**config.mk**
```make
export PLATFORM = sky130hd
export DESIGN_NAME = my_controller
export DESIGN_NICKNAME = d
export VERILOG_FILES = /design/src/rtl/my_controller.sv
export SDC_FILE = /design/constraint.sdc
export NUM_CORES = 1
export LEC_CHECK = 0
export BUFFER_PORTS_ARGS = -buffer_cell sky130_fd_sc_hd__buf_2
export CAP_MARGIN = 20
export CORE_MARGIN = 3
export CORE_UTILIZATION = 49
export CTS_BUF_LIST = sky130_fd_sc_hd__clkbuf_4
export DETAILED_ROUTE_END_ITERATION = 10
export GPL_TIMING_DRIVEN = 0
export PLACE_DENSITY_LB_ADDON = 0.08
export SLEW_MARGIN = 40
export SYNTH_ARGS = -nofsm -noshare
export SYNTH_HDL_FRONTEND = slang
export SYNTH_SLANG_ARGS = --single-unit
```
**constraint.sdc**
```tcl
create_clock -name clk -period 3.85 [get_ports clk]
set_input_delay 0 -clock clk [delete_from_list [all_inputs] [get_ports clk]]
set_output_delay 0 -clock clk [all_outputs]
set_load 0.01 [all_outputs]
```
**src/rtl/my_controller.sv**
```systemverilog
// my_controller: four-step (T0..T3) control FSM for a simple register-bus
// processor. It latches a 9-bit instruction {III,XXX,YYY} into IR in T0 and
// sequences the bus-source and register-load enables for mv, mvi, add and sub.
//
// Optional feature: define MY_CONTROLLER_MVNZ_EN to add opcode 100 (mvnz,
// move if G is nonzero). Without it, g_nz is ignored and 100 is a no-op.
//
// Handshake: run is a start request sampled only in T0 (it is not held or
// acknowledged). When AUTO_RUN=1, run is ignored and a fetch happens every T0.
// done is high for exactly the final step of each instruction. There is no
// back-pressure.
//
// fsm_state is a debug view of the state register (T0=0 .. T3=3).
module my_controller #(
  parameter bit AUTO_RUN = 1'b0
) (
  input  logic       clk,
  input  logic       rst,
  input  logic       run,
  input  logic [8:0] instr,
  input  logic       g_nz,
  output logic [9:0] reg_enable_out,
  output logic [9:0] reg_enable_in,
  output logic       addsub,
  output logic       done,
  output logic [1:0] fsm_state
);

  typedef enum logic [1:0] {
    T0 = 2'd0,
    T1 = 2'd1,
    T2 = 2'd2,
    T3 = 2'd3
  } state_t;

  localparam logic [2:0] OP_MV   = 3'b000;
  localparam logic [2:0] OP_MVI  = 3'b001;
  localparam logic [2:0] OP_ADD  = 3'b010;
  localparam logic [2:0] OP_SUB  = 3'b011;
`ifdef MY_CONTROLLER_MVNZ_EN
  localparam logic [2:0] OP_MVNZ = 3'b100;
`endif

  state_t     state;
  state_t     next_state;
  logic [8:0] ir;
  logic       fetch;
  logic [2:0] opcode;
  logic [2:0] rx;
  logic [2:0] ry;

`ifndef MY_CONTROLLER_MVNZ_EN
  // g_nz has no consumer in this build.
  logic unused_g_nz;
  assign unused_g_nz = g_nz;
`endif

  assign opcode    = ir[8:6];
  assign rx        = ir[5:3];
  assign ry        = ir[2:0];
  assign fetch     = (state == T0) && (AUTO_RUN || run);
  assign fsm_state = state;

  // One-hot select of register R0..R7 on a 10-bit enable vector.
  function automatic logic [9:0] reg_sel(input logic [2:0] idx);
    logic [9:0] v;
    v = 10'd0;
    v[idx] = 1'b1;
    return v;
  endfunction

  // State register; reset drops back to T0 immediately, abandoning any instruction.
  always_ff @(posedge clk or negedge rst) begin
    if (!rst) begin
      state <= T0;
    end else begin
      state <= next_state;
    end
  end

  // Instruction register; loaded only on a fetch so T1..T3 never see live instr.
  always_ff @(posedge clk or negedge rst) begin
    if (!rst) begin
      ir <= 9'd0;
    end else if (fetch) begin
      ir <= instr;
    end
  end

  // Next-state and output decode from state and IR only.
  always_comb begin
    next_state     = state;
    reg_enable_out = 10'd0;
    reg_enable_in  = 10'd0;
    addsub         = 1'b0;
    done           = 1'b0;
    unique case (state)
      T0: begin
        if (fetch) next_state = T1;
      end
      T1: begin
        case (opcode)
          OP_MV: begin
            reg_enable_out = reg_sel(ry);
            reg_enable_in  = reg_sel(rx);
            done           = 1'b1;
            next_state     = T0;
          end
          OP_MVI: begin
            reg_enable_out = 10'h200;
            reg_enable_in  = reg_sel(rx);
            done           = 1'b1;
            next_state     = T0;
          end
          OP_ADD, OP_SUB: begin
            // A <- Rx
            reg_enable_out = reg_sel(rx);
            reg_enable_in  = 10'h200;
            next_state     = T2;
          end
`ifdef MY_CONTROLLER_MVNZ_EN
          OP_MVNZ: begin
            if (g_nz) begin
              reg_enable_out = reg_sel(ry);
              reg_enable_in  = reg_sel(rx);
            end
            done       = 1'b1;
            next_state = T0;
          end
`endif
          default: begin
            // Unsupported opcode: single-step no-op.
            done       = 1'b1;
            next_state = T0;
          end
        endcase
      end
      T2: begin
        // G <- A +/- Ry; opcode bit 0 distinguishes sub from add.
        reg_enable_out = reg_sel(ry);
        reg_enable_in  = 10'h100;
        addsub         = opcode[0];
        next_state     = T3;
      end
      T3: begin
        // Rx <- G
        reg_enable_out = 10'h100;
        reg_enable_in  = reg_sel(rx);
        done           = 1'b1;
        next_state     = T0;
      end
      default: next_state = T0;
    endcase
  end

endmodule

```
Yosys cells after proc, flatten, opt, wreduce, memory -nomap -nowiden

Index checks and enable logic that the tools add are counted.

$lt $le $gt $ge: 4
Equal/unequal tests: 7
Muxes and demuxes: 14
Reductions and logical operators: 7

Operators with widths:

| kind                 | number |
|---|---|
| $pmux W10 S3         | 3 |
| $pmux W10 S2         | 1 |
| $lt A3 B5 Y1 const B | 2 |
| $pmux W2 S4          | 1 |
| $demux W1 S3         | 2 |
| $eq A3 B2 Y1 const B | 2 |
| $ge A3 B1 Y1 const B | 2 |
| $eq A2 B2 Y1 const B | 2 |
| $mux W1              | 4 |
| $mux W2              | 2 |
| $reduce_or A2 Y1     | 2 |
| $eq A3 B1 Y1 const B | 1 |
| $logic_and A1 B1 Y1  | 3 |
| $logic_not A3 Y1     | 1 |
| $eq A2 B1 Y1 const B | 1 |
| $logic_not A2 Y1     | 1 |
| $ne A2 B2 Y1 const B | 1 |
| $pmux W1 S2          | 1 |

Register bits after elaboration: 11
Input port bits: 13
Output and inout port bits: 24
Logic and storage cells: 34

Longest topological paths before layout

Word-level depth: 6
Depth in mapped cells: 5
Depth with buffers taken out: 4

Least setup slack after synthesis

OpenSTA, ideal clock, no wires.

Kind: reg2reg
From: register (tool-made name)
To: register ir[1]
Setup time: 0.125 ns
Arrival: 1.283 ns
Data required time: 3.725 ns
Path slack: 2.442 ns
Stages on the path, launching flop included: 5
Buffers on the path: 2
Period minus slack after synthesis: 1.408 ns
Path through: dfrtp_1 -> buf_2 -> nor3b_2 -> buf_4 -> mux2_2

RTL lines:

| item                   | line | source |
|---|---|---|
| end signal: assignment | 86   | `ir <= instr;` |
| end: declaration       | 46   | `logic [8:0] ir;` |

==> reports/qor.log <==
[clocking] htree depth 1
[grt] total gr overflow 0
[detailed_routing] Pre-Repair DR Iteration Count 4
[detailed_routing] DR WL/cell 13.0 µm
[die] initial cell density of the core 53.7%
[timing] total of endpoints with negative setup slack in the final report 0
[place] routability congestion estimate from global placement 0.704
[die] Floorplan Core Area 0.00133 mm²
[synthesis] flip-flop and latch count after synthesis 11
[timing] final worst path period share 43.7%
[worst_setup_path] family with the most delay on the worst path compound AO/OA/AOI/OAI gates
[timing] setup repair after global routing missed its margin false
[synthesis] fraction of the yosys area taken by sequential cells 38.5%
[layout] area occupied by multi-input gates 409 µm²
[power_and_ir_drop] reported leakage power 0.524 nW
[detailed_routing] drc violations 0
[timing] Final Max Slew Viols 0
[worst_setup_path] startpoint types flip-flop
[die] Die Footprint 0.00195 mm²
[synthesis] distinct cell type count of the synthesized netlist 28
[worst_setup_path] arrival time worst endpoint 1.68 ns
[timing] measured slew at the worst slew-check pin 0.360 ns
[die] IO Count 37
[worst_setup_path] cell with the largest stage delay on the worst path dfrtp_1
[die] chip width 44.2 µm
[timing] setup TNS 0 ns
[synthesis] number of standard cells after synthesis 78
[clocking] number of clock buffers inserted by TritonCTS 3
[layout] area used by sequential logic in the layout 275 µm²
[clocking] clock tree from TritonCTS yes
[synthesis] share of synthesized flip-flops with an asynchronous set or reset 100%
[worst_hold_path] worst hold-check path type input pin to async pin
[synthesis] Post-synth top cells nor2_1 (12), dfrtp_1 (11), nand2_1 (8), mux2_2 (7), nand2b_1 (5)
[timing] final critical path time including I/O delays and setup 1.68 ns
[layout] ratio of cells with drive above 1 in the final layout 43.8%
[worst_setup_path] largest driver fanout on the critical path 9
[synthesis] Synthesis Warnings 0
[power_and_ir_drop] IR Drop Worst-Case VDD 0.436 mV
[timing] Clock Skews 0.00333 ns
[worst_setup_path] chain of cells forming the critical path buf_2 > nor2b_1 > a21oi_2 > o32ai_1 > buf_2
[timing] Fmax 595 MHz
[clocking] number of instances resized during post-cts repair 0
[timing] max-slew headroom at the worst pin 75.9%
[grt] wire length of the first global-routing pass 3110 µm
[detailed_routing] number of DRC markers in iteration 0 7
[detailed_routing] number of nets still failing antenna checks after routing 0
[place] placed wire-length estimate 1340 µm
[layout] Syn-to-layout area delta 46.7%
[synthesis] post-synthesis instance area 716 µm²
[worst_setup_path] CP Buf/Inv Count 2
[power_and_ir_drop] overall power of the completed layout 0.709 mW
[die] number of rows in the core area 13
[grt] initial antenna violation count 0
[synthesis] leading register cell type out of synthesis dfrtp_1
[synthesis] cell type contributing the most total cell area after synthesis dfrtp_1
[synthesis] share of Yosys cell area claimed by the top area cell type 38.5%
[worst_setup_path] worst setup path class flip-flop to output pin
[timing] number of failing hold endpoints at the final stage 0
[run] maxcap violations 0
[clocking] CTS root buf clkbuf_4
[detailed_routing] total wirelength of the detailed-routed design 1860 µm
[power_and_ir_drop] Power per Cell Area 675 mW/mm²
[place] count of input and output buffers 35
[synthesis] mean post-synth cell area 9.18 µm²
[die] Die Span Y 44.2 µm
[grt] GRT Util Overall 21.3%
[clocking] clock sink count 11
[worst_setup_path] endpoint class of the critical path output pin
[worst_setup_path] data required time of the worst path 3.85 ns
[clocking] clock insertion delay at the later pin of the skew report 0.26 ns
[detailed_routing] count of vias placed by the detailed router 769
[clocking] clock-pin slew of the registers on the worst-case setup and hold paths 0.07 ns
[layout] total of fill cells in the finished design 97
[grt] pin count of the biggest net entering global routing 12
[worst_setup_path] cell seen most often among critical-path stages buf_2
[layout] number of antenna diodes 0
[grt] via count of the first global-routing pass 720
[clocking] clock tree buffer depth 2
[synthesis] number of enable-type register cells in the synthesized netlist 0
[run_status] outcome finished clean
[detailed_routing] post-DR vias/cell 5.38
[synthesis] net count after synthesis 91
[synthesis] leading cell types by total area after synthesis dfrtp_1 (38%), mux2_2 (11%), nor2_1 (6.3%), nand2b_1 (4.4%), nand2_1 (4.2%)
[worst_setup_path] slowest stage delay, CP 0.37 ns
[synthesis] most common cell in the netlist nor2_1
[layout] fin nets 142
==> registers in the layout (all words and copies together) (netlist names), named ones only <==
name and count:
ir 9, fsm_state 1
==> logic make-up after synthesis <==
logic type             count (synthesis)  synth area share [%]
buffers and inverters                  6                  4.37
DFF                                   11                  38.5
muxes                                  7                  11.0
AOI/OAI and AO/OA                     15                  16.1
and+or+nand+nor                       39                  30.1
==> layer usage <==
layer / vias up / share of wire (%) / global-route usage (%)
met1: 363 / 47 / 28.2
met3: 4 / 4.5 / 1.22
met4: 0 / 1.2 / 9.04
li1: 377 / - / -
met5: - / 0 / 0
met2: 25 / 48 / 36.0
==> where the power goes <==
| group | internal, mW | total [mW] | leakage (nW) | switching [mW] |
|---|---|---|---|---|
| Clock | 0.0470 | 0.0815 | 0.0184 | 0.0345 |
| Sequential | 0.173 | 0.244 | 0.132 | 0.0713 |
| Combinational | 0.181 | 0.383 | 0.374 | 0.202 |
==> final timing paths <==
kind                                     endpoint  slack (ns)  depth (start not counted)
min in group clk                            ir[5]        0.51                          4
worst min register to register              ir[4]        0.58                          1
worst max-delay path            reg_enable_out[1]        2.17                          5
max in group asynchronous                   ir[0]        3.52                          2
worst max register to register              ir[1]        2.39                          4
worst min-delay path                    async pin        0.13                          2
==> cell type report <==
cell class / count / area share [%]
flip-flops and latches: 11 / 26.2
plain buffers: 3 / 1.91
well taps: 15 / 1.79
inverters: 3 / 1.07
clock buffers: 4 / 2.86
repair buffers: 46 / 27.2
multi-input cells: 61 / 39.0
==> cell usage in the layout, fill, tap and decap left out, drive strengths merged <==
cell	Yosys	final
or3	1	1
o211ai	2	2
and2	2	2
nor3	1	1
buf	3	38
nor3b	1	1
and3	1	1
o22ai	5	5
and4bb	1	1
nand3	1	1
clkbuf	0	4
dfrtp	11	11
mux2	7	7
dlygate4sd3	0	11
o32ai	3	3
or2	2	2
nor2b	1	1
nor2	12	12
nand3b	1	1
or3b	1	1
a21oi	1	1
o21ai	2	2
nand2	8	8
inv	3	3
nand2b	6	6
o21a	1	1
o32a	1	1
==> through the flow <==
stage / hold WS [ns] / setup slack, ns / util, % / area (µm²) / cells
floorplan: -0.296 / 2.44 / - / 716 / 78
global placement: -0.127 / 2.42 / 68.2 / 910 / 128
detailed placement: -0.123 / 2.39 / 68.2 / 910 / 128
CTS: 0.137 / 2.20 / 78.7 / 1050 / 143
global route: 0.146 / 2.05 / 78.7 / 1050 / 143
finish: 0.126 / 2.17 / 78.7 / 1050 / 143
==> what timing repair did <==
| item | CTS | global route |
|---|---|---|
| endpoints found under the hold margin | 21 | 0 |
| hold buffers | 11 | 0 |
| setup buffers | 0 | 0 |
No activity file was read; power rests on OpenSTA's default activity.
